<file path="src/rtl/conv3x3_tile_ctrl_pkg.sv">
// Shared types and constants for the 3x3 convolution tile sequencer.
// The window tap helper writes one 8-bit pixel into the packed 72-bit window.
package conv_ctrl_pkg;
  localparam int PIX_W    = 8;
  localparam int WIN_TAPS = 9;
  localparam int RES_W    = 16;
  localparam int WIN_W    = PIX_W * WIN_TAPS;

  typedef enum logic [2:0] {
    ST_IDLE,
    ST_FETCH,
    ST_WAIT,
    ST_CONV,
    ST_OUT,
    ST_DONE
  } state_t;

  function automatic logic [WIN_W-1:0] set_tap(input logic [WIN_W-1:0] win,
                                               input logic [3:0]       k,
                                               input logic [PIX_W-1:0] pix);
    logic [WIN_W-1:0] w;
    w = win;
    for (int i = 0; i < WIN_TAPS; i++) begin
      if (k == 4'(i)) w[i*PIX_W +: PIX_W] = pix;
    end
    return w;
  endfunction
endpackage

</file>
<file path="src/rtl/conv3x3_tile_ctrl_if.sv">
// Result stream port of the tile sequencer (valid/ready with output coordinate).
// master drives results, slave accepts them.
interface conv3x3_tile_ctrl_if;
  import conv_ctrl_pkg::*;

  logic             res_valid;
  logic             res_ready;
  logic [RES_W-1:0] res_data;
  logic [7:0]       res_row;
  logic [7:0]       res_col;

  modport master (output res_valid, output res_data, output res_row, output res_col,
                  input res_ready);
  modport slave  (input res_valid, input res_data, input res_row, input res_col,
                  output res_ready);
endinterface

</file>
<file path="src/rtl/conv3x3_addr_gen.sv">
// Combinational image RAM address for tap k of the window anchored at (row, col).
module conv3x3_addr_gen
  import conv_ctrl_pkg::*;
#(
  parameter int IMG_W  = 16,
  parameter int ADDR_W = 8
) (
  input  logic [7:0]        row,
  input  logic [7:0]        col,
  input  logic [3:0]        k,
  output logic [ADDR_W-1:0] addr
);
  logic [3:0] tap_r;
  logic [3:0] tap_c;

  assign tap_r = k / 4'd3;
  assign tap_c = k % 4'd3;
  assign addr  = ADDR_W'((32'(row) + 32'(tap_r)) * 32'(IMG_W) + 32'(col) + 32'(tap_c));
endmodule

</file>
<file path="src/rtl/conv3x3_tile_ctrl.sv">
// 3x3 convolution tile sequencer: fetches each valid window, drives the external
// conv unit and streams results. Optional ReLU clamp on the result: CONV_CTRL_RELU_EN.
module conv3x3_tile_ctrl
  import conv_ctrl_pkg::*;
#(
  parameter int IMG_W  = 16,
  parameter int IMG_H  = 16,
  parameter int ADDR_W = 8
) (
  input  logic                clk,
  input  logic                rst,
  input  logic                start,
  input  logic                filter_load,
  input  logic [WIN_W-1:0]    filter_in,
  output logic                busy,
  output logic                done,
  output logic                mem_rd_en,
  output logic [ADDR_W-1:0]   mem_addr,
  input  logic [PIX_W-1:0]    mem_rd_data,
  output logic [WIN_W-1:0]    conv_filter,
  output logic [WIN_W-1:0]    conv_img,
  input  logic [RES_W-1:0]    conv_result,
  conv3x3_tile_ctrl_if.master res
);
  // state | meaning
  // IDLE  | wait for start; filter_load latches the filter
  // FETCH | issue reads for taps 0..8, capture tap k-1
  // WAIT  | capture tap 8, window now complete
  // CONV  | register conv unit result and its coordinate
  // OUT   | hold result until accepted, then advance position
  // DONE  | one-cycle done pulse
  state_t            state;
  logic [7:0]        row, col;
  logic [3:0]        k;
  logic [7:0]        nxt_row, nxt_col;
  logic [3:0]        nxt_k;
  logic [ADDR_W-1:0] nxt_addr;
  logic              last_pos;
  logic [RES_W-1:0]  res_post;

  assign last_pos = (row == 8'(IMG_H - 3)) && (col == 8'(IMG_W - 3));

  // Position/tap that the next registered mem_addr belongs to.
  always_comb begin
    nxt_row = row;
    nxt_col = col;
    nxt_k   = k + 4'd1;
    case (state)
      ST_IDLE: begin
        nxt_row = '0;
        nxt_col = '0;
        nxt_k   = '0;
      end
      ST_OUT: begin
        nxt_k = '0;
        if (col == 8'(IMG_W - 3)) begin
          nxt_col = '0;
          nxt_row = row + 8'd1;
        end else begin
          nxt_col = col + 8'd1;
        end
      end
      default: ;
    endcase
  end

  conv3x3_addr_gen #(.IMG_W(IMG_W), .ADDR_W(ADDR_W)) u_addr_gen (
    .row  (nxt_row),
    .col  (nxt_col),
    .k    (nxt_k),
    .addr (nxt_addr)
  );

  always_comb begin
`ifdef CONV_CTRL_RELU_EN
    res_post = conv_result[RES_W-1] ? '0 : conv_result;
`else
    res_post = conv_result;
`endif
  end

  always_ff @(posedge clk) begin
    if (rst) begin
      state         <= ST_IDLE;
      row           <= '0;
      col           <= '0;
      k             <= '0;
      busy          <= 1'b0;
      done          <= 1'b0;
      mem_rd_en     <= 1'b0;
      mem_addr      <= '0;
      conv_filter   <= '0;
      conv_img      <= '0;
      res.res_valid <= 1'b0;
      res.res_data  <= '0;
      res.res_row   <= '0;
      res.res_col   <= '0;
    end else begin
      done <= 1'b0;
      case (state)
        ST_IDLE: begin
          if (filter_load) conv_filter <= filter_in;
          if (start) begin
            row       <= nxt_row;
            col       <= nxt_col;
            k         <= nxt_k;
            mem_rd_en <= 1'b1;
            mem_addr  <= nxt_addr;
            busy      <= 1'b1;
            state     <= ST_FETCH;
          end
        end
        ST_FETCH: begin
          if (k != 4'd0) conv_img <= set_tap(conv_img, k - 4'd1, mem_rd_data);
          if (k == 4'd8) begin
            mem_rd_en <= 1'b0;
            state     <= ST_WAIT;
          end else begin
            k        <= nxt_k;
            mem_addr <= nxt_addr;
          end
        end
        ST_WAIT: begin
          conv_img <= set_tap(conv_img, 4'd8, mem_rd_data);
          state    <= ST_CONV;
        end
        ST_CONV: begin
          res.res_data  <= res_post;
          res.res_row   <= row;
          res.res_col   <= col;
          res.res_valid <= 1'b1;
          state         <= ST_OUT;
        end
        ST_OUT: begin
          if (res.res_ready) begin
            res.res_valid <= 1'b0;
            if (last_pos) begin
              done  <= 1'b1;
              state <= ST_DONE;
            end else begin
              row       <= nxt_row;
              col       <= nxt_col;
              k         <= nxt_k;
              mem_rd_en <= 1'b1;
              mem_addr  <= nxt_addr;
              state     <= ST_FETCH;
            end
          end
        end
        ST_DONE: begin
          busy  <= 1'b0;
          state <= ST_IDLE;
        end
        default: state <= ST_IDLE;
      endcase
    end
  end
endmodule

</file>
<file path="src/flat_wrapper.sv">
// flat-port wrapper written by rule: the top's interface ports become plain ports
module conv3x3_tile_ctrl_flat import conv_ctrl_pkg::*;
#(
  parameter int IMG_W  = 16,
  parameter int IMG_H  = 16,
  parameter int ADDR_W = 8
)
  (clk, rst, start, filter_load, filter_in, busy, done, mem_rd_en, mem_addr, mem_rd_data, conv_filter, conv_img, conv_result, res_res_valid, res_res_data, res_res_row, res_res_col, res_res_ready);
  conv3x3_tile_ctrl_if res_i ();
  input  logic clk;
  input  logic rst;
  input  logic start;
  input  logic filter_load;
  input  logic [WIN_W-1:0] filter_in;
  output logic busy;
  output logic done;
  output logic mem_rd_en;
  output logic [ADDR_W-1:0] mem_addr;
  input  logic [PIX_W-1:0] mem_rd_data;
  output logic [WIN_W-1:0] conv_filter;
  output logic [WIN_W-1:0] conv_img;
  input  logic [RES_W-1:0] conv_result;
  output wire logic [$bits(res_i.res_valid)-1:0] res_res_valid;
  output wire logic [$bits(res_i.res_data)-1:0] res_res_data;
  output wire logic [$bits(res_i.res_row)-1:0] res_res_row;
  output wire logic [$bits(res_i.res_col)-1:0] res_res_col;
  input wire logic [$bits(res_i.res_ready)-1:0] res_res_ready;
  assign res_res_valid = res_i.res_valid;
  assign res_res_data = res_i.res_data;
  assign res_res_row = res_i.res_row;
  assign res_res_col = res_i.res_col;
  assign res_i.res_ready = res_res_ready;
  conv3x3_tile_ctrl #(.IMG_W(IMG_W), .IMG_H(IMG_H), .ADDR_W(ADDR_W)) u_core (.clk(clk), .rst(rst), .start(start), .filter_load(filter_load), .filter_in(filter_in), .busy(busy), .done(done), .mem_rd_en(mem_rd_en), .mem_addr(mem_addr), .mem_rd_data(mem_rd_data), .conv_filter(conv_filter), .conv_img(conv_img), .conv_result(conv_result), .res(res_i));
endmodule
</file>
<file path="config.mk">
export PLATFORM = sky130hd
export DESIGN_NAME = conv3x3_tile_ctrl_flat
export DESIGN_NICKNAME = d
export VERILOG_FILES = /design/src/rtl/conv3x3_tile_ctrl_pkg.sv /design/src/rtl/conv3x3_tile_ctrl_if.sv /design/src/rtl/conv3x3_addr_gen.sv /design/src/rtl/conv3x3_tile_ctrl.sv /design/src/flat_wrapper.sv
export SDC_FILE = /design/constraint.sdc
export NUM_CORES = 1
export LEC_CHECK = 0
export ABC_AREA = 1
export ABC_CLOCK_PERIOD_IN_PS = 6600
export CAP_MARGIN = 20
export CELL_PAD_IN_SITES_DETAIL_PLACEMENT = 1
export CELL_PAD_IN_SITES_GLOBAL_PLACEMENT = 1
export CORE_MARGIN = 4
export CORE_UTILIZATION = 35
export DETAILED_ROUTE_END_ITERATION = 16
export PLACE_DENSITY_LB_ADDON = 0.1
export SETUP_SLACK_MARGIN = 0.4
export SLEW_MARGIN = 20
export SYNTH_ARGS = -nofsm -noshare
export SYNTH_HDL_FRONTEND = slang
export SYNTH_SLANG_ARGS = --single-unit
</file>
<file path="constraint.sdc">
create_clock -name clk -period 6.6 [get_ports clk]
set_input_delay 0.99 -clock clk [delete_from_list [all_inputs] [get_ports clk]]
set_output_delay 0.99 -clock clk [all_outputs]
set_load 0.05 [all_outputs]
</file>
==> impl_metrics.csv <==
group,metric,value,unit
synthesis,ys_types,40,
worst_setup_path,cpPeakStageDelay,0.50,ns
worst_setup_path,slowest_stage,"dfxtp_1",
worst_setup_path,arrival,4.69,ns
placed_design,hpwl,21.8,mm
timing,holdWs,0.458,ns
clock_tree,cts_buffers,25,
clock_tree,cts_num_sinks,211,
die,die_w,166,um
pwr,powerDensity,294,nW/um^2
worst_setup_path,critPathLaunchType,"register",
worst_setup_path,cp_max_fo,8,
final_layout,drive_above_1_share,5.01,%
timing,timing.fmax,0.235,GHz
timing,setup_viol,0,
synthesis,yosysSeqAreaShare,48.4,%
final_layout,fillCellCount,3014,
die,core-area,24500,um^2
final_layout,seq_area,4220,um^2
timing,setup_tns,0,ns
global_routing,overflow,0,
route,viasPerCell,4.94,
clock_tree,cts_root_buf,"clkbuf_16",
timing,slew_headroom,28.4,%
pwr,vdd_drop_max,196,uV
route,ant_nets,0,
global_routing,grt_max_degree,119,
global_routing,grt_antenna_before_repair,4,
final_layout,fin_nets,1547,
worst_setup_path,path_buf_inv,8,
global_routing,grt_pass1_wl,49.4,mm
route,wl_per_cell,17.7,um
clock_tree,path_clk_slew,0.06,ns
timing,drv_slew,0,
clock_tree,cts_htree_levels,1,
job,maxCapViolations,0,
clock_tree,cts_tree,"yes",
clock_tree,cts_resized,0,
run_status,status,"completed",
worst_hold_path,hold_class,"register to register",
worst_setup_path,cp.required,7.02,ns
placed_design,gp_congestion,0.803,
pwr,leakagePower,4.92,nW
die,rows,57,
clock_tree,clkLatencyLatePin,0.52,ns
route,num_vias,8724,
timing,fin_crit,4.26,ns
timing,hold_viol_final,0,
die,io_pins,289,
placed_design,port_buffers,288,
final_layout,multi_input_area,4000,um^2
synthesis,avgSynthCellArea,7.54,um^2
timing,rsz0062_at_grt,"false",
route,drc,0,
worst_setup_path,cp_common_cell,"inv_1",
timing,fin_crit_sh,64.6,%
synthesis,synthCells,1158,
route,first_iter_violations,386,
clock_tree,cts_setup_buffers,0,
route,first_pass_iters,4,
timing,fin_worst_skew,0.00829,ns
die,initial_core_util,35.7,%
worst_setup_path,crit_family,"adder cells",
synthesis,ys_ff_latch,211,
synthesis,syn_nets,1284,
final_layout,syn_to_final_growth,44.8,%
route,wirelength,31.2,mm
synthesis,syn_area,8730,um^2
worst_setup_path,criticalPathCategory,"register to register",
global_routing,grt_use_total,21.7,%
synthesis,yosysWarnings,0,
timing,tightest_slew,1.07,ns
worst_setup_path,cp-end-kind,"register",
clock_tree,cts_buffer_depth,3,
clock_tree,cts.hold.buffers_added,0,
die,die_h,166,um
global_routing,grt_pass1_vias,8912,
die,die-area,27500,um^2
-- state kept, by name, summed over array words and instances, names as in the netlist --
register              flops
u_core.busy               1
u_core.col                8
u_core.conv_filter       72
u_core.conv_img          72
u_core.done               1
u_core.k                  4
u_core.mem_addr           8
u_core.mem_rd_en          1
u_core.res.res_col        8
u_core.res.res_data      16
u_core.res.res_row        8
u_core.res.res_valid      1
u_core.row                8
u_core.state              3
-- power breakdown --
group	switching [mW]	leakage (nW)	internal, mW	total, mW
Clock	0.541	0.396	0.828	1.37
Combinational	0.620	2.81	0.301	0.921
Sequential	0.0662	1.72	1.36	1.43
-- cells by family (layout without fill, tap and decap cells) --
| group | after synthesis | after routing | synth area share, % |
|---|---|---|---|
| and+or+nand+nor | 511 | 511 | 24.6 |
| AOI/OAI and AO/OA | 268 | 268 | 15.9 |
| DFF | 211 | 211 | 48.4 |
| buffers and inverters | 129 | 408 | 5.96 |
| adders and majority gates | 25 | 25 | 3.75 |
| xor gates and xnor gates | 14 | 14 | 1.40 |
| other | 0 | 4 | 0 |
-- worst paths after layout --
kind	start	to	slack, ns	depth (start not counted)
worst max register to register	u_core.k[0]	u_core.mem_addr[7]	2.34	27
worst max-delay path	u_core.k[0]	u_core.mem_addr[7]	2.34	27
worst min-delay path	u_core.conv_filter[2]	u_core.conv_filter[2]	0.46	2
worst min register to register	u_core.conv_filter[2]	u_core.conv_filter[2]	0.46	2
-- cell usage in the layout, fill, tap and decap left out, drive strengths merged, types with 2 or more instances in the layout --
master and instances:
o211ai 2, diode 4, fa 2, o21ai 135
clkbuf 36, dfxtp 211, a21oi 122, nand3 109
a31oi 2, clkdlybuf4s50 286, clkinv 3, bufinv 2
xnor2 6, ha 23, nor3 8, nand4 5
nand3b 2, nand2 176, nor2 209, inv 72
buf 8, xor2 8, o21a 2, o22ai 2
-- synth_stat cells, drive strengths merged --
library cell | count | area share, %
a211oi | 1 | 0.086
a21oi | 122 | 7.0
a31oi | 2 | 0.14
buf | 11 | 0.86
clkbuf | 47 | 2.0
clkinv | 1 | 0.043
dfxtp | 211 | 48
fa | 2 | 0.46
ha | 23 | 3.3
inv | 70 | 3.0
nand2 | 176 | 7.7
nand3 | 109 | 6.4
nand3b | 2 | 0.17
nand4 | 5 | 0.36
nor2 | 209 | 9.3
nor3 | 8 | 0.52
nor3b | 1 | 0.086
nor4 | 1 | 0.072
o211ai | 2 | 0.17
o21a | 2 | 0.17
o21ai | 135 | 8.0
o21bai | 1 | 0.086
o22ai | 2 | 0.14
o31ai | 1 | 0.086
xnor2 | 6 | 0.60
xor2 | 8 | 0.80
-- per-stage QoR --
stage          cells  power, mW  cell area (um^2)  util [%]  setup WS, ns
2_1_floorplan   1158       2.05              8730         -          2.85
3_3_place_gp    1718       2.37             11800      48.3          2.49
3_5_place_dp    1718       2.38             11800      48.3          2.38
4_1_cts         1761       3.77             12600      51.6          2.32
5_1_grt         1765       3.91             12600      51.7          1.92
6_report        1765       3.72             12600      51.7          2.34
-- metal layers --
metal | vias to the layer above | GRT usage, % | wire length, um
met4 | 0 | 7.71 | 950
met5 | - | 0 | 0
met2 | 248 | 35.5 | 14300
met3 | 52 | 6.09 | 2350
met1 | 4085 | 27.5 | 13600
li1 | 4339 | - | -
-- area by class of cell --
| type | instances | area share, % |
|---|---|---|
| Sequential cell | 211 | 33.4 |
| Multi-Input combinational cell | 818 | 31.7 |
| Timing Repair Buffer | 294 | 23.1 |
| Clock buffer | 36 | 5.67 |
| Tap cell | 324 | 3.21 |
| Inverter | 71 | 2.13 |
| Clock inverter | 7 | 0.752 |
| Antenna cell | 4 | 0.0792 |
-- worst min-delay path, cell delays in order (launching register included) --
cell and delay, ns:
dfxtp_1 0.31, nand2_1 0.06, a21oi_1 0.05
Power figures use the tool's default switching activity.
